## config.mk

```make
export PLATFORM = sky130hd
export DESIGN_NAME = matrix_fetch_master
export DESIGN_NICKNAME = d
export VERILOG_FILES = /design/src/rtl/matrix_pkg.sv /design/src/rtl/matrix_fetch_master_row_buf.sv /design/src/rtl/matrix_fetch_master.sv
export SDC_FILE = /design/constraint.sdc
export NUM_CORES = 1
export LEC_CHECK = 0
export CAP_MARGIN = 20
export CORE_MARGIN = 4
export CORE_UTILIZATION = 62
export DETAILED_ROUTE_END_ITERATION = 12
export PLACE_DENSITY = 0.9
export SYNTH_ARGS = -nofsm -noshare
export SYNTH_HDL_FRONTEND = slang
export SYNTH_SLANG_ARGS = --single-unit
```

## constraint.sdc

```tcl
create_clock -name clk -period 18.6 [get_ports clk]
set_clock_uncertainty 0.2 [all_clocks]
set_input_delay 1.86 -clock clk [delete_from_list [all_inputs] [get_ports clk]]
set_output_delay 1.86 -clock clk [all_outputs]
set_load 0.005 [all_outputs]
```

## src/rtl/matrix_pkg.sv

```systemverilog
// -----------------------------------------------------------------------------
// matrix_pkg
// Shared definitions for the matrix row fetch master.
//   ROW_W              width of one matrix row (one Avalon-MM read beat)
//   NUM_ROWS_DEFAULT   default number of rows fetched per transfer
//   state_t            fetch sequencer states
// -----------------------------------------------------------------------------
package matrix_pkg;

   localparam int ROW_W            = 64;
   localparam int NUM_ROWS_DEFAULT = 8;

   typedef enum logic [2:0] {
      IDLE,
      REQ,
      WAIT_DATA,
      DONE,
      ERR
   } state_t;

endpackage

```

## src/rtl/matrix_fetch_master_row_buf.sv

```systemverilog
// -----------------------------------------------------------------------------
// row_buf
// Local row storage for the fetch master: one synchronous write port and one
// asynchronous read port. Contents are not reset. Reads with an index at or
// beyond DEPTH return zero.
// Ports:
//   clk       clock
//   wr_en     write strobe
//   wr_addr   write row index
//   wr_data   row written
//   rd_addr   read row index
//   rd_data   mem[rd_addr], combinational
// -----------------------------------------------------------------------------
module row_buf #(
   parameter  int DEPTH = matrix_pkg::NUM_ROWS_DEFAULT,
   parameter  int WIDTH = matrix_pkg::ROW_W,
   localparam int AW    = $clog2(DEPTH)
) (
   input  logic             clk,
   input  logic             wr_en,
   input  logic [AW-1:0]    wr_addr,
   input  logic [WIDTH-1:0] wr_data,
   input  logic [AW-1:0]    rd_addr,
   output logic [WIDTH-1:0] rd_data
);

   logic [WIDTH-1:0] mem [DEPTH];
   logic [31:0]      rd_addr_ext;

   always_ff @(posedge clk) begin
      if (wr_en) begin
         mem[wr_addr] <= wr_data;
      end
   end

   // compare at full width so non-power-of-two depths decode the hole
   assign rd_addr_ext = 32'(rd_addr);
   assign rd_data     = (rd_addr_ext < 32'(DEPTH)) ? mem[rd_addr] : '0;

endmodule

```

## src/rtl/matrix_fetch_master.sv

```systemverilog
// -----------------------------------------------------------------------------
// matrix_fetch_master
// Avalon-MM read master that fetches NUM_ROWS consecutive 64-bit rows starting
// at word address BASE_ADDR into a local buffer, one outstanding read at a time.
//
// state     | meaning
// ----------+--------------------------------------------------------------
// IDLE      | waiting for start
// REQ       | avm_read asserted with address BASE_ADDR+idx, waiting for accept
// WAIT_DATA | read accepted, waiting for readdatavalid of row idx
// DONE      | last row stored, done pulse for one cycle
// ERR       | watchdog expired, error set; returns to IDLE next cycle
//
// Ports:
//   clk, reset_n        clock, asynchronous active-low reset
//   start               single-cycle fetch request (honoured in IDLE only)
//   busy                high in REQ and WAIT_DATA
//   done                one-cycle pulse after the last row is stored
//   error               sticky watchdog flag, cleared by the next start
//   avm_*               Avalon-MM read master (word addressed)
//   row_sel, row_data   local buffer read port (combinational)
//
// Build option: define FETCH_TIMEOUT_EN to enable the per-phase watchdog of
// TIMEOUT_CYCLES cycles. Without it the master waits indefinitely and error
// is tied low.
// -----------------------------------------------------------------------------
module matrix_fetch_master
   import matrix_pkg::*;
#(
   parameter  int          NUM_ROWS       = NUM_ROWS_DEFAULT,
   parameter  logic [31:0] BASE_ADDR      = 32'd0,
   parameter  int          TIMEOUT_CYCLES = 64,
   localparam int          IDX_W          = $clog2(NUM_ROWS)
) (
   input  logic             clk,
   input  logic             reset_n,
   input  logic             start,
   output logic             busy,
   output logic             done,
   output logic             error,
   output logic [31:0]      avm_address,
   output logic             avm_read,
   input  logic             avm_waitrequest,
   input  logic [ROW_W-1:0] avm_readdata,
   input  logic             avm_readdatavalid,
   input  logic [IDX_W-1:0] row_sel,
   output logic [ROW_W-1:0] row_data
);

   localparam logic [IDX_W-1:0] LAST_IDX = IDX_W'(NUM_ROWS - 1);

   state_t           state, state_next;
   logic [IDX_W-1:0] idx, idx_next;
   logic             wr_en;
   logic             tmo;

   always_ff @(posedge clk or negedge reset_n) begin
      if (!reset_n) begin
         state       <= IDLE;
         idx         <= '0;
         avm_read    <= 1'b0;
         avm_address <= '0;
      end else begin
         state       <= state_next;
         idx         <= idx_next;
         // registered from the next state so read/address stay stable in REQ
         avm_read    <= (state_next == REQ);
         avm_address <= BASE_ADDR + 32'(idx_next);
      end
   end

   always_comb begin
      state_next = state;
      idx_next   = idx;
      wr_en      = 1'b0;
      case (state)
         IDLE: begin
            if (start) begin
               state_next = REQ;
               idx_next   = '0;
            end
         end
         REQ: begin
            if (avm_read && !avm_waitrequest) begin
               state_next = WAIT_DATA;
            end else if (tmo) begin
               state_next = ERR;
            end
         end
         WAIT_DATA: begin
            if (avm_readdatavalid) begin
               wr_en = 1'b1;
               if (idx == LAST_IDX) begin
                  state_next = DONE;
               end else begin
                  idx_next   = idx + 1'b1;
                  state_next = REQ;
               end
            end else if (tmo) begin
               state_next = ERR;
            end
         end
         DONE:    state_next = IDLE;
         ERR:     state_next = IDLE;
         default: state_next = IDLE;
      endcase
   end

   assign busy = (state == REQ) || (state == WAIT_DATA);
   assign done = (state == DONE);

`ifdef FETCH_TIMEOUT_EN
   localparam int TMR_W = $clog2(TIMEOUT_CYCLES + 1);

   logic [TMR_W-1:0] tmr;
   logic             error_q;

   // down-counter reloaded on every state change, so each REQ or WAIT_DATA
   // phase gets a fresh TIMEOUT_CYCLES budget; expiry on the last cycle
   always_ff @(posedge clk or negedge reset_n) begin
      if (!reset_n) begin
         tmr <= '0;
      end else if (state_next != state) begin
         tmr <= TMR_W'(TIMEOUT_CYCLES - 1);
      end else if (tmr != '0) begin
         tmr <= tmr - 1'b1;
      end
   end

   assign tmo = (tmr == '0);

   always_ff @(posedge clk or negedge reset_n) begin
      if (!reset_n) begin
         error_q <= 1'b0;
      end else if (state_next == ERR) begin
         error_q <= 1'b1;
      end else if ((state == IDLE) && start) begin
         error_q <= 1'b0;
      end
   end

   assign error = error_q;
`else
   logic unused_timeout_cfg;

   assign unused_timeout_cfg = ^TIMEOUT_CYCLES;
   assign tmo                = 1'b0;
   assign error              = 1'b0;
`endif

   row_buf #(
      .DEPTH (NUM_ROWS),
      .WIDTH (ROW_W)
   ) u_row_buf (
      .clk     (clk),
      .wr_en   (wr_en),
      .wr_addr (idx),
      .wr_data (avm_readdata),
      .rd_addr (row_sel),
      .rd_data (row_data)
   );

endmodule
```

==> flow_summary.json <==
{
  "status": "completed",
  "yosys-top-cells-area": "edfxtp_1 77%, mux4_2 15%, mux2_2 3.6%",
  "fmax_ghz": 0.137,
  "cts-resized-gates": 0,
  "hp-class": "flop to flop",
  "slew_viol_final": 0,
  "grt_max_degree": 77,
  "clk_path_buf_depth": 3,
  "crit_chain": "clkbuf_8, buf_4, buf_4, mux4_2, mux2_2, clkdlybuf4s50_1",
  "chipHeight_um": 187,
  "fin_ws_ns": 11.28,
  "r2r-start": "state[1]$_DFF_PN0_",
  "holdBufCountCts": 0,
  "post-place-ws_ns": 11.16,
  "die_w_um": 187,
  "initial_core_util_pct": 63.0,
  "die-area_um2": 35000,
  "ys_seq_elements": 519,
  "cp_common_cell": "buf_4",
  "slew_headroom_pct": 26.6,
  "area_growth_pct": 16.8,
  "period_needed_ns": 7.32,
  "h-tree-depth": 2,
  "clock-root-buffer": "clkbuf_16",
  "synth_area_per_cell_um2": 24.2,
  "wl_um": 36900,
  "clock_sinks": 519,
  "row_count": 65,
  "drc": 0,
  "leakagePower_nw": 7.39,
  "syn_area_um2": 19900,
  "ys_types": 27,
  "cts_made_buffers": 49,
  "cpPeakStageDelay_ns": 0.71,
  "ff2ff_path_depth": 4,
  "antenna_found_initial": 2,
  "first_global_vias": 9437,
  "cp-end-kind": "primary output",
  "finalSetupTns_ns": 0,
  "stdcell_count": 1431,
  "fin_util_pct": 73.6,
  "rr_endpoint": "u_row_buf.mem[6][11]$_DFFE_PP_",
  "r2r_slack_ns": 15.16,
  "synth_top_cell_area_share_pct": 77.4,
  "gr-total-overflow": 0,
  "dr.pass1.iters": 7,
  "grt_pass1_wl_um": 56600,
  "avgRoutedWirePerCell_um": 25.8,
  "antennaDiodeCount": 0,
  "path_clk_slew_ns": 0.06,
  "crit_start": "row_sel[1]",
  "post-cts-setup-buffers": 0,
  "worstMarginPinSlew_ns": 1.10,
  "drt_iter0_markers": 716,
  "dp_hpwl_um": 19100,
  "yosys.area.top_type": "edfxtp_1",
  "ant_nets": 0,
  "rsz0062_at_grt": "no",
  "p_total_mw": 2.39,
  "boundaryPins": 172,
  "portBuffers": 141,
  "syn_inst": 821,
  "clk_latency_ns": 0.54,
  "fillers": 1723,
  "setup_violations": 0,
  "cp_max_fo": 55,
  "track_usage_pct": 21.3,
  "via_per_inst": 6.14,
  "pwr_density_cell_nw_per_um2": 103,
  "seq_area_frac_synth_pct": 78.2,
  "cpMaxStageDelayCell": "buf_4",
  "min_period_over_period_pct": 39.4,
  "startpoint_type": "input port",
  "routed-via-count": 8788,
  "cts_tree": "done",
  "criticalPathCategory": "input port to primary output",
  "cp.required_ns": 16.54,
  "endpoint": "row_data[4]",
  "peakVddDrop_uv": 106,
  "nNetsFinal": 1065,
  "worstPathArrival_ns": 5.26,
  "core_um2": 31600,
  "maxCapViolCount": 0,
  "place.gp.congestion": 0.740,
  "post-place-cells": 1342,
  "drive_above_1_share_pct": 27.9,
  "yosys_warnings": 0,
  "hold_viol_final": 0
}
==> worst min path at each step <==
stage,startpoint,endpoint,cells after the start
after global routing,state[2]$_DFF_PN0_,state[0]$_DFF_PN0_,1
after detailed placement,state[2]$_DFF_PN0_,state[0]$_DFF_PN0_,1
after CTS,state[2]$_DFF_PN0_,state[0]$_DFF_PN0_,1
after floorplan,state[2]$_DFF_PN0_,avm_read$_DFF_PN0_,1
final,state[2]$_DFF_PN0_,state[0]$_DFF_PN0_,1
after global placement,state[2]$_DFF_PN0_,state[0]$_DFF_PN0_,1
==> final cells by class <==
type	instances	area, µm²	area share, %
Clock inverter	28	294	1.27
Sequential cell	519	15500	67.0
Tap cell	402	503	2.17
Multi-Input combinational cell	264	4030	17.4
Timing Repair Buffer	155	1520	6.53
Clock buffer	61	1310	5.66
Inverter	2	7.51	0.0323
==> Yosys cell counts (all sizes together) <==
| cell | instances |
|---|---|
| and3 | 1 |
| edfxtp | 512 |
| a22o | 2 |
| nor3 | 2 |
| dfrtp | 7 |
| clkbuf | 10 |
| nor4bb | 3 |
| xnor2 | 1 |
| ha | 2 |
| and2 | 1 |
| nand2 | 3 |
| o21ai | 4 |
| a21oi | 2 |
| mux2 | 64 |
| a211o | 2 |
| buf | 56 |
| a31oi | 1 |
| and3b | 1 |
| nor2 | 10 |
| inv | 2 |
| nand2b | 4 |
| nor2b | 2 |
| conb | 1 |
| mux4 | 128 |
==> registers in the layout (all words and copies together), names as in the netlist <==
name           count
state              3
u_row_buf.mem    512
avm_address        3
avm_read           1
==> metal layers <==
layer | GRT usage, % | part of all wire [%] | vias to the layer above
met5 | 0 | 0.073 | -
met4 | 4.84 | 1.8 | 4
met3 | 4.91 | 8.2 | 51
met2 | 34.4 | 50 | 386
met1 | 30.7 | 40 | 4589
li1 | - | - | 3758
==> layout by cell type (no fill, tap or decap) <==
cell type	Yosys	routed
a211o_1	2	2
a21oi_1	2	2
a22o_1	2	2
a31oi_1	1	1
and2_0	1	1
and3_1	1	1
and3b_1	1	1
buf_4	33	16
bufinv_16	0	6
clkbuf_1	10	10
clkbuf_16	0	51
clkbuf_8	0	1
clkdlybuf4s50_1	0	138
clkinv_1	0	9
clkinv_2	0	9
clkinvlp_4	0	2
conb_1	1	31
dfrtp_1	7	7
edfxtp_1	512	512
ha_1	2	2
inv_1	2	2
inv_6	0	1
inv_8	0	1
mux2_2	64	64
mux4_2	128	128
nand2_1	3	3
nand2b_1	4	4
nor2_1	10	4
nor2_4	0	6
nor2b_1	2	2
nor3_2	0	2
nor4bb_1	3	3
o21ai_0	4	4
xnor2_1	1	1
==> through the flow <==
stage               area, µm²  hold WS [ns]
global placement        21600         0.335
detailed placement      21600         0.339
finish                  23200         0.348
global route            23200         0.367
floorplan               20000         0.296
CTS                     23200         0.340
==> where the power goes <==
group	total [mW]	switching [mW]	internal [mW]
Clock	0.987	0.402	0.584
Combinational	0.118	0.0516	0.0667
Sequential	1.29	0.00108	1.29
Total	2.39	0.455	1.94
==> worst max-delay path: cells and delay by family <==
kind                   cells  cell delay, ns
buffers and inverters      4            2.39
multiplexers               2            0.89
==> kinds of logic (layout without fill, tap and decap cells) <==
kind of cell	Yosys count	in the layout	synth area share [%]
xor gates and xnor gates	1	1	0.0441
adders and majority gates	2	2	0.126
muxes	192	192	18.1
AOI/OAI and AO/OA	11	11	0.359
buffers and inverters	68	246	2.34
DFF	519	519	78.2
and+or+nand+nor	27	27	0.743
other	1	31	0.0189
Power figures use the tool's default switching activity.
